===== src/rtl/ax_level_controller.sv =====
// ax_level_controller: runtime holder of the core approximation level.
// A CSR write stalls fetch, waits for the back-end to drain and only then
// commits the new level, so every approximation-aware unit sees exactly one
// level per instruction. A drain that never completes is aborted after
// DRAIN_TIMEOUT cycles, leaving the level untouched.
module ax_level_controller #(
    parameter int AX_LEVEL_WIDTH   = 4,
    parameter int DEFAULT_AX_LEVEL = 10,
    parameter int MAX_AX_LEVEL     = 15,
    parameter int DRAIN_TIMEOUT    = 255
) (
    input  logic                      clk,
    input  logic                      rst,
    input  logic                      wrValid,
    input  logic [AX_LEVEL_WIDTH-1:0] wrData,
    output logic                      wrReady,
    input  logic                      activeListEmpty,
    input  logic                      memQueuesEmpty,
    output logic                      fetchStall,
    output logic [AX_LEVEL_WIDTH-1:0] axLevel,
    output logic                      levelChanged,
    output logic                      wrDone,
    output logic                      wrAbort
);

    localparam int CNT_W = $clog2(DRAIN_TIMEOUT + 1);
    localparam logic [AX_LEVEL_WIDTH-1:0] DEF_L     = AX_LEVEL_WIDTH'(DEFAULT_AX_LEVEL);
    localparam logic [AX_LEVEL_WIDTH-1:0] MAX_L     = AX_LEVEL_WIDTH'(MAX_AX_LEVEL);
    localparam logic [CNT_W-1:0]          TIMEOUT_C = CNT_W'(DRAIN_TIMEOUT);

    typedef enum logic [1:0] {
        IDLE  = 2'd0,
        DRAIN = 2'd1,
        APPLY = 2'd2
    } state_t;

    state_t                      state;
    logic [AX_LEVEL_WIDTH-1:0]   pending;
    logic [CNT_W-1:0]            drain_cnt;
    logic [AX_LEVEL_WIDTH-1:0]   eff_level;
    logic                        drained;

    // Requests above the architectural maximum saturate rather than wrap.
    assign eff_level = (wrData > MAX_L) ? MAX_L : wrData;
    assign drained   = activeListEmpty && memQueuesEmpty;

    // Accepting only in IDLE keeps wrReady a pure function of state.
    assign wrReady = (state == IDLE);

    // Level-change FSM; all outputs except wrReady are registered here.
    always_ff @(posedge clk or posedge rst) begin
        if (rst) begin
            state        <= IDLE;
            axLevel      <= DEF_L;
            pending      <= DEF_L;
            drain_cnt    <= '0;
            fetchStall   <= 1'b0;
            levelChanged <= 1'b0;
            wrDone       <= 1'b0;
            wrAbort      <= 1'b0;
        end else begin
            levelChanged <= 1'b0;
            wrDone       <= 1'b0;
            wrAbort      <= 1'b0;
            case (state)
                IDLE: begin
                    if (wrValid) begin
                        if (eff_level == axLevel) begin
                            // Same level: complete without disturbing fetch.
                            wrDone <= 1'b1;
                        end else begin
                            pending    <= eff_level;
                            drain_cnt  <= '0;
                            fetchStall <= 1'b1;
                            state      <= DRAIN;
                        end
                    end
                end
                DRAIN: begin
                    // A drain seen in the timeout cycle still wins.
                    if (drained) begin
                        state <= APPLY;
                    end else if (drain_cnt == TIMEOUT_C) begin
                        fetchStall <= 1'b0;
                        wrAbort    <= 1'b1;
                        state      <= IDLE;
                    end else begin
                        drain_cnt <= drain_cnt + 1'b1;
                    end
                end
                APPLY: begin
                    axLevel      <= pending;
                    levelChanged <= 1'b1;
                    wrDone       <= 1'b1;
                    fetchStall   <= 1'b0;
                    state        <= IDLE;
                end
                default: begin
                    fetchStall <= 1'b0;
                    state      <= IDLE;
                end
            endcase
        end
    end

endmodule


===== config.mk =====
export PLATFORM = sky130hd
export DESIGN_NAME = ax_level_controller
export DESIGN_NICKNAME = d
export VERILOG_FILES = /design/src/rtl/ax_level_controller.sv
export SDC_FILE = /design/constraint.sdc
export NUM_CORES = 1
export LEC_CHECK = 0
export BUFFER_PORTS_ARGS = -buffer_cell sky130_fd_sc_hd__buf_2
export CAP_MARGIN = 20
export CORE_MARGIN = 4
export CORE_UTILIZATION = 40
export CTS_CLUSTER_SIZE = 28
export DETAILED_ROUTE_END_ITERATION = 10
export MAX_ROUTING_LAYER = met4
export SLEW_MARGIN = 20
export SYNTH_ARGS = -nofsm -noshare
export SYNTH_HDL_FRONTEND = slang
export SYNTH_SLANG_ARGS = --single-unit

===== constraint.sdc =====
create_clock -name clk -period 4.8 [get_ports clk]
set_input_delay 0.72 -clock clk [delete_from_list [all_inputs] [get_ports clk]]
set_output_delay 0.72 -clock clk [all_outputs]
set_load 0.02 [all_outputs]

==> results of run 1 <==
-- final timing paths --
| path | start | end | depth (start not counted) |
|---|---|---|---|
| min in group asynchronous | rst | drain_cnt[7] | 2 |
| setup reg to reg | drain_cnt[0] | drain_cnt[5] | 5 |
| setup / recovery | drain_cnt[0] | drain_cnt[5] | 5 |
| hold reg to reg | drain_cnt[3] | drain_cnt[3] | 1 |
| hold / removal | drain_cnt[3] | drain_cnt[3] | 1 |
| max in group asynchronous | rst | pending[2] | 2 |
-- worst reg2reg max path, delay by kind of cell (launching register included) --
kind	cells	cell delay, ns
and+or+nand+nor	3	0.88
DFF	1	0.42
adders and majority gates	1	0.32
AOI/OAI and AO/OA	1	0.14
-- per-stage QoR --
| stage | hold WS [ns] | instance area [um^2] |
|---|---|---|
| floorplan | 0.4447 | 1089 |
| global placement | 0.4606 | 1180 |
| detailed placement | 0.4775 | 1180 |
| CTS | 0.4938 | 1202 |
| global route | 0.5265 | 1202 |
| finish | 0.4961 | 1202 |
-- sequential cells by signal, indices dropped and copies added, names as in the netlist --
| name | count |
|---|---|
| axLevel | 4 |
| drain_cnt | 8 |
| fetchStall | 1 |
| levelChanged | 1 |
| pending | 4 |
| state | 2 |
| wrAbort | 1 |
| wrDone | 1 |
-- power by group through the flow --
| stage | combinational (uW) | sequential (uW) | clock [uW] |
|---|---|---|---|
| after global placement | 290 | 317 | 0 |
| final | 292 | 316 | 79.9 |
| after global routing | 330 | 329 | 89.2 |
| after detailed placement | 295 | 320 | 0 |
| after CTS | 296 | 316 | 84.4 |
| after floorplan | 203 | 340 | 0 |
-- layer usage --
metal / vias up / global-route usage / part of all wire
met5: - / - / 0
met4: 0 / 0.04747 / 0.010
met3: 2 / 0.02160 / 0.053
met2: 19 / 0.2284 / 0.48
met1: 382 / 0.1682 / 0.46
li1: 396 / - / -
-- cell usage after synthesis --
cell,instances
buf_6,2
mux2_2,8
clkbuf_1,1
a41o_1,1
dfrtp_1,18
o21bai_1,1
and3_1,2
a21o_1,1
nand3_1,5
nand2_1,5
inv_1,4
nor2_1,3
nor2b_1,1
a41oi_1,1
o21ai_0,1
dfstp_2,4
o211ai_1,2
o22a_1,1
clkbuf_2,1
nand2b_1,1
xnor2_1,4
a31o_2,2
and4_4,1
or3b_1,1
a21boi_0,1
a31oi_1,9
and2b_1,1
or4_1,1
nand4_1,3
and2_1,4
and2_4,1
o211ai_2,1
ha_1,1
a21oi_1,5
-- kinds of logic after synthesis --
logic type                 after synthesis  share of synthesized area
AOI/OAI and AO/OA                       26                     0.1667
xor gates and xnor gates                 4                    0.03218
adders and majority gates                1                    0.01149
buffers and inverters                    8                    0.04252
DFF                                     22                     0.5103
muxes                                    8                    0.08276
and+or+nand+nor                         29                     0.1540
-- final cells by class --
| cell class | count | area, um^2 | area share |
|---|---|---|---|
| multi-input combinational | 68 | 486.7 | 0.4048 |
| inverter | 4 | 15.01 | 0.01249 |
| sequential | 22 | 555.5 | 0.4620 |
| timing repair buffer | 17 | 85.08 | 0.07076 |
| clock buffer | 3 | 22.52 | 0.01873 |
| tap | 30 | 37.54 | 0.03122 |
==> results.yml, run 1 <==
power_and_ir_drop:
  p_per_area_nw_per_um2: 572.2
  p_sw_uw: 268.3
  p_leak_uw: 0.0005485
  comb_power_share: 0.425
  p_clk_frac: 0.116
  p_sw_frac: 0.3900
  intPower_uw: 419.7
  p_total_uw: 688.0
  seq_power_share: 0.459
  peakVddDrop_mv: 0.2969
layout:
  final_common_cell: "dfrtp_1"
  num_antenna_cells: 0
  fin_nets: 126
  final_cell_mix: "18 x dfrtp_1, 17 x buf_2, 9 x a31oi_1"
  synthToLayoutAreaGrowth_pct: 10.46
  fin_util: 0.4725
  drive_gt1_frac: 0.3246
  instances_no_fill: 144
  nFillCells: 240
detailed_routing:
  ant_nets: 0
  drc: 0
  viasPerCell: 5.549
  drt_iter0_markers: 21
  num_vias: 799
  first_pass_iters: 4
  wl_um: 2036
  wl_per_cell_um: 14.14
flow_run:
  maxCapViolations: 0
placed_design:
  dp_cells: 141
  hpwl_um: 1512
  io_buffers: 17
  place_congestion: 0.8238
  pre_cts_ws_ns: 2.735
synth:
  avgSynthCellArea_um2: 11.11
  post-synth-top-area-cell: "dfrtp_1"
  synth_cell_types: 34
  syn_area_um2: 1089
  ys_seq_area_frac: 0.5103
  synth_top_area_share: 0.4138
  syn_inst: 98
  yosysWarnings: 0
  netlist_top_cells_area: "dfrtp_1 41%, dfstp_2 9.7%, mux2_2 8.3%"
  syn_nets: 108
  synth-seq-cells: 22
timing:
  period_minus_slack_ns: 1.830
  rsz0062_at_grt: "no"
  clock_skew_ns: 0.003725
  slew_viol_final: 0
  final.setup.tns_ns: 0
  finalCritPeriodShare: 0.3813
  relSlewSlack: 0.4549
  worstMarginPinSlew_ns: 0.8168
  setup_viol: 0
  setup_ws_ns: 2.970
  fmax_mhz: 546.3
  final_hold_viol_count: 0
critical_path:
  regToRegSetupSlack_ns: 2.97
  crit_arrival_ns: 2.06
  crit_chain: "ha_1 -> and2_1 -> and4_4 -> or4_1 -> o211ai_2"
  worstSetupPathType: "reg -> reg"
  worst_path_largest_cell_delay_ns: 0.48
  startpoint_type: "flop"
  cp_slowest_cell: "or4_1"
  path_max_fanout: 9
  required_ns: 5.03
  end_kind: "flop"
  crit_family: "simple AND/OR/NAND/NOR gates"
  worst-path-buf-inv: 0
global_routing:
  grt_pass1_wl_um: 3691
  grt_pass1_vias: 837
  antenna_found_initial: 0
  grt_start_max_net_pins: 23
  grtUsageTotal: 0.1374
  overflow: 0
clocking:
  cts_max_level: 1
  ctsResizeCount: 0
  cts.path.max_buffers: 2
  cts-root-buf: "clkbuf_4"
  cts.clk_slew.worst_paths_ns: 0.11
  post_cts_buffers: 0
  cts_sinks: 22
  cts_made_buffers: 3
  cts_tree: "yes"
  cts_hold_buffers: 0
  clk_latency_ns: 0.29
floorplanning:
  dieArea_um2: 3620
  dieHeight_um: 60.17
  die_width_um: 60.17
  num_io_pins: 18
  start_util: 0.4277
  coreArea_um2: 2545
  row_count: 18
worst_hold_path:
  min_path_type: "reg -> reg"
outcome:
  status: "finished clean"
Note: power is estimated with default switching activity, not from simulation.
==> run 2: changes to the inputs <==
--- a/config.mk
+++ b/config.mk
@@ -5,6 +5,7 @@
 export SDC_FILE = /design/constraint.sdc
 export NUM_CORES = 1
 export LEC_CHECK = 0
+export ABC_AREA = 1
 export BUFFER_PORTS_ARGS = -buffer_cell sky130_fd_sc_hd__buf_2
 export CAP_MARGIN = 20
 export CORE_MARGIN = 4
==> constraint.sdc (replaced) <==
create_clock -name clk -period 1.59 [get_ports clk]
set_input_delay 0.2385 -clock clk [delete_from_list [all_inputs] [get_ports clk]]
set_output_delay 0.2385 -clock clk [all_outputs]
set_load 0.02 [all_outputs]
==> run 2 against run 1 <==
Against the previous run: routed wire length increased by 9.1%; clock power grew to 4.0 times the previous value; first-iteration DRC count grew 81%; core utilization increased by 2.4 points; synthesized area grew 4.6%; clock skew grew 0.00053 ns.
==> results.yml, run 2 <==
outcome:
  status: "finished clean"
timing:
  final_hold_viol_count: 0
  clock_skew_ns: 0.004257
  period_minus_slack_ns: 1.433
  setup_viol: 0
  rsz0062_at_grt: "no"
  fmax_mhz: 698.1
  worstMarginPinSlew_ns: 0.5006
  slew_viol_final: 0
  finalCritPeriodShare: 0.9010
  relSlewSlack: 0.6650
  final.setup.tns_ns: 0
synth:
  yosys-top-cells-count: "47 x nand2_1, 18 x dfrtp_1, 14 x inv_1"
  synth_edf_count: 0
  synth.most_common_cell: "nand2_1"
  ys_seq_area_frac: 0.4879
  async_flop_share: 1.000
  yosysWarnings: 0
  syn_area_um2: 1139
  syn_inst: 141
  avgSynthCellArea_um2: 8.075
  post-synth-top-area-cell: "dfrtp_1"
  synth_top_area_share: 0.3956
  ys.flop_type: "dfrtp_1"
  synth-seq-cells: 22
  netlist_top_cells_area: "dfrtp_1 40%, nand2_1 15%, dfstp_2 9.2%"
  synth_cell_types: 25
  syn_nets: 151
detailed_routing:
  drc: 0
  num_vias: 926
  first_pass_iters: 4
  wl_per_cell_um: 11.22
  ant_nets: 0
  viasPerCell: 4.677
  drt_iter0_markers: 38
  wl_um: 2221
floorplanning:
  num_io_pins: 18
  row_count: 19
  dieHeight_um: 61.35
  die_width_um: 61.35
  start_util: 0.4165
  dieArea_um2: 3764
  coreArea_um2: 2734
layout:
  synthToLayoutAreaGrowth_pct: 19.12
  final_common_cell: "nand2_1"
  num_antenna_cells: 0
  drive_gt1_frac: 0.2695
  largest_reg_flops: 8
  top_regs: "drain_cnt: 8 flops, axLevel: 4 flops, pending: 4 flops"
  regMostFlops: "drain_cnt"
  fin_nets: 178
  fin_util: 0.4961
  final_cell_mix: "47 x nand2_1, 18 x dfrtp_1, 17 x buf_2"
  fin_area_um2: 1356
placed_design:
  dpl_cell_area_um2: 1259
  io_buffers: 17
  hpwl_um: 1595
  place_congestion: 0.8383
power_and_ir_drop:
  peakVddDrop_mv: 0.7973
  p_per_area_nw_per_um2: 1527
  p_leak_uw: 0.0006961
clocking:
  cts-root-buf: "clkbuf_4"
  cts.path.max_buffers: 2
  cts.clk_slew.worst_paths_ns: 0.13
  cts_max_level: 1
  cts_made_buffers: 3
  cts_sinks: 22
  cts_tree: "yes"
  clk_latency_ns: 0.31
worst_hold_path:
  hold_start: "wrData[1]"
  whs_path_depth: 3
  min_path_type: "in -> reg"
  whs_endpoint: "pending[1]"
global_routing:
  antenna_found_initial: 0
  grt_pass1_wl_um: 3739
  grtUsageTotal: 0.1427
  grt_pass1_vias: 860
  grt_start_max_net_pins: 23
  overflow: 0
flow_run:
  maxCapViolations: 0
critical_path:
  regToRegSetupSlack_ns: 0.16
  required_ns: 1.85
  worstReg2RegStart: "drain_cnt[0]"
  worstSetupPathType: "reg -> reg"
  worstRegToRegCells: 8
  end_kind: "flop"
  startpoint_type: "flop"
  r2r-end: "drain_cnt[7]"
  path_max_fanout: 10
  crit_arrival_ns: 1.70
-- run 2: per-layer routing --
metal,wire [um],track usage,share of wire
met5,0,-,0
met4,57,0.08182,0.026
met3,102,0.03145,0.046
met2,1025,0.2190,0.46
met1,1036,0.1724,0.47
-- run 2: critical path, stage by stage (launching register included) --
cell	delay (ns)
dfrtp_1	0.43
ha_1	0.23
nand2_1	0.11
nor2_1	0.06
nand2_1	0.12
nand3b_4	0.16
nand2_4	0.15
nand2_1	0.06
nand2_1	0.06
-- run 2: how the worst max path moves through the flow --
| stage | startpoint | endpoint | slack [ns] | cells after the start |
|---|---|---|---|---|
| final | drain_cnt[0] | drain_cnt[7] | 0.16 | 8 |
| after global routing | axLevel[1] | drain_cnt[7] | 0.006 | 9 |
| after CTS | axLevel[1] | drain_cnt[7] | 0.13 | 9 |
| after detailed placement | axLevel[1] | drain_cnt[7] | 0.14 | 9 |
| after global placement | drain_cnt[0] | drain_cnt[7] | 0.16 | 8 |
| after floorplan | axLevel[1] | drain_cnt[5] | 0.24 | 9 |
-- run 2: layout make-up --
type | instances | area (um^2)
tap | 31 | 38.79
clock buffer | 4 | 36.28
inverter | 18 | 67.56
timing repair buffer | 23 | 145.1
multi-input combinational | 100 | 513.0
fill | 266 | 1378
sequential | 22 | 555.5
-- run 2: kinds of logic after synthesis --
kind of cell	synth area share
and+or+nand+nor	0.3484
DFF	0.4879
buffers and inverters	0.06923
AOI/OAI and AO/OA	0.06813
xor gates and xnor gates	0.01539
adders and majority gates	0.01099
-- run 2: power breakdown --
group | total (uW) | internal (uW) | switching (uW)
Combinational | 882 | 341 | 540
Clock | 317 | 140 | 177
Sequential | 872 | 757 | 116
Total | 2070 | 1240 | 833
-- run 2: metrics by stage --
step | worst slack, ns | cells | hold WS (ns) | total power (uW)
floorplan | 0.2385 | 141 | 0.2248 | 1479
global placement | 0.1645 | 189 | 0.2868 | 1655
detailed placement | 0.1427 | 189 | 0.2887 | 1679
CTS | 0.1256 | 194 | 0.1346 | 1993
global route | 0.005504 | 198 | 0.1444 | 2231
finish | 0.1574 | 198 | 0.1285 | 2071
-- run 2: what timing repair did --
item	CTS	global route
resized for setup	0	1
setup endpoints to repair	0	6
endpoints found under the hold margin	18	0
buffers inserted	0	4
hold buffers	1	0
==> run 3: changes to the inputs <==
--- a/config.mk
+++ b/config.mk
@@ -8,11 +8,14 @@
 export ABC_AREA = 1
 export BUFFER_PORTS_ARGS = -buffer_cell sky130_fd_sc_hd__buf_2
 export CAP_MARGIN = 20
+export CELL_PAD_IN_SITES_DETAIL_PLACEMENT = 0
+export CELL_PAD_IN_SITES_GLOBAL_PLACEMENT = 1
 export CORE_MARGIN = 4
-export CORE_UTILIZATION = 40
+export CORE_UTILIZATION = 36
 export CTS_CLUSTER_SIZE = 28
 export DETAILED_ROUTE_END_ITERATION = 10
 export MAX_ROUTING_LAYER = met4
+export PLACE_DENSITY_LB_ADDON = 0.1
 export SLEW_MARGIN = 20
 export SYNTH_ARGS = -nofsm -noshare
 export SYNTH_HDL_FRONTEND = slang
==> run 3 against run 2 <==
Against the previous run: first-iteration DRC count down 24%; worst setup slack worse by 0.013 ns; core utilization shrank 5.1 points; hold slack better by 0.011 ns; final area down 0.55%; maximum frequency shrank 0.89%; global-route usage is 0.86 points lower; final cell count is 6.1% higher; routed wire length up 6.1%; clock skew rose by 0.0015 ns; sequential cell count is the same.
==> results.yml, run 3 (synthesis results as in run 2) <==
layout:
  instances_no_fill: 210
  fin_nets: 177
  top_regs: "drain_cnt: 8 flops, axLevel: 4 flops, pending: 4 flops"
  fin_util: 0.4455
  drive_gt1_frac: 0.2651
  final_cell_mix: "46 x nand2_1, 18 x dfrtp_1, 17 x buf_2"
  synthToLayoutAreaGrowth_pct: 18.46
  final_common_cell: "nand2_1"
  largest_reg_flops: 8
  num_antenna_cells: 0
  nFillCells: 307
  regMostFlops: "drain_cnt"
detailed_routing:
  viasPerCell: 4.448
  wl_um: 2357
  first_pass_iters: 4
  wl_per_cell_um: 11.22
  num_vias: 934
  ant_nets: 0
  drc: 0
  drt_iter0_markers: 29
timing:
  clock_skew_ns: 0.005800
  rsz0062_at_grt: "no"
  final.setup.tns_ns: 0
  worstMarginPinSlew_ns: 0.2898
  slew_viol_final: 0
  fmax_mhz: 691.8
  relSlewSlack: 0.8068
  setup_viol: 0
  period_minus_slack_ns: 1.445
  final_hold_viol_count: 0
  finalCritPeriodShare: 0.9091
clocking:
  cts_max_level: 1
  cts.clk_slew.worst_paths_ns: 0.12
  clk_latency_ns: 0.30
  cts_made_buffers: 3
  cts.path.max_buffers: 2
  cts-root-buf: "clkbuf_4"
  cts_sinks: 22
  cts_tree: "yes"
floorplanning:
  num_io_pins: 18
  dieArea_um2: 4127
  coreArea_um2: 3028
  row_count: 20
  die_width_um: 64.24
  dieHeight_um: 64.24
  start_util: 0.3760
critical_path:
  startpoint_type: "flop"
  required_ns: 1.80
  worst-path-buf-inv: 1
  crit_chain: "inv_1 -> nand2_1 -> nand2_1 -> nor2_2 -> nand2_2 -> nand2_8 -> nand2_4 -> nand2_1 -> nand2_1"
  worst_path_largest_cell_delay_ns: 0.56
  worstReg2RegStart: "axLevel[3]"
  worstRegToRegCells: 9
  crit_family: "simple AND/OR/NAND/NOR gates"
  worstSetupPathType: "reg -> reg"
  end_kind: "flop"
  regToRegSetupSlack_ns: 0.14
  path_max_fanout: 17
  cp_slowest_cell: "dfstp_2"
  r2r-end: "drain_cnt[5]"
  path_depth: 9
  crit_arrival_ns: 1.65
  cp_common_cell: "nand2_1"
outcome:
  status: "finished clean"
power_and_ir_drop:
  seq_power_share: 0.442
  intPower_uw: 1165
  p_leak_uw: 0.0006820
  p_sw_frac: 0.4120
  p_clk_frac: 0.134
  p_per_area_nw_per_um2: 1469
  p_sw_uw: 816.6
  comb_power_share: 0.424
  peakVddDrop_mv: 0.6394
global_routing:
  grtUsageTotal: 0.1340
  antenna_found_initial: 0
  overflow: 0
  grt_pass1_vias: 946
  grt_pass1_wl_um: 4257
  grt_start_max_net_pins: 23
worst_hold_path:
  min_path_type: "in -> reg"
  whs_path_depth: 3
  whs_endpoint: "pending[1]"
  hold_start: "wrData[1]"
placed_design:
  hpwl_um: 1647
  place_congestion: 0.7943
  dp_cells: 203
  io_buffers: 17
flow_run:
  maxCapViolations: 0
## run 3: cell types whose count changed in the layout (fill, tap and decap cells not counted), sizes merged
cell	change
nand3b	+1
buf	-2
## run 3: worst reg2reg max path: stages (launching register included)
cell and delay [ns]:
dfstp_2 0.56, inv_1 0.05, nand2_1 0.05, nand2_1 0.06, nor2_2 0.14, nand2_2 0.11
nand2_8 0.14, nand2_4 0.10, nand2_1 0.09, nand2_1 0.05
## run 3: cell type report
cell class              instances  area (um^2)  area share
flip-flops and latches         22        555.5      0.4119
multi-input cells             101        526.8      0.3905
repair buffers                 21        117.6     0.08720
inverters                      18        67.56     0.05009
well taps                      44        55.05     0.04082
clock buffers                   4        26.28     0.01948
## run 3: how the worst max path moves through the flow
stage | endpoint | from | slack, ns
CTS | drain_cnt[5] | axLevel[1] | 0.08
detailed placement | drain_cnt[5] | axLevel[1] | 0.10
finish | drain_cnt[5] | axLevel[3] | 0.14
floorplan | drain_cnt[5] | axLevel[1] | 0.24
global route | drain_cnt[3] | drain_cnt[0] | 0.02
global placement | drain_cnt[5] | axLevel[1] | 0.11
## run 3: routing by layer
metal	part of all wire	track usage	vias up
li1	-	-	491
met1	0.49	0.1712	425
met2	0.46	0.2113	16
met3	0.047	0.02636	2
met4	0.0072	0.04749	0
met5	0	-	-
## run 3: power groups by stage
stage | Clock (uW) | Sequential (uW) | Combinational (uW)
after floorplan | 0 | 949 | 530
after global placement | 0 | 881 | 793
after detailed placement | 0 | 889 | 793
after CTS | 281 | 878 | 798
after global routing | 308 | 899 | 949
final | 265 | 876 | 840
## run 3: what timing repair did
item,CTS,global route
setup buffers,0,1
hold buffers,1,0
endpoints found under the setup margin,0,6
gates resized for setup,0,2
hold endpoints to repair,18,0
## run 3: stage by stage
step / area, um^2 / total power, uW / hold WS (ns) / setup WS [ns]
floorplan: 1139 / 1479 / 0.2248 / 0.2385
finish: 1349 / 1982 / 0.1395 / 0.1445
global placement: 1282 / 1674 / 0.2930 / 0.1075
CTS: 1319 / 1957 / 0.1330 / 0.07860
global route: 1349 / 2156 / 0.1293 / 0.01714
detailed placement: 1282 / 1681 / 0.2903 / 0.1042
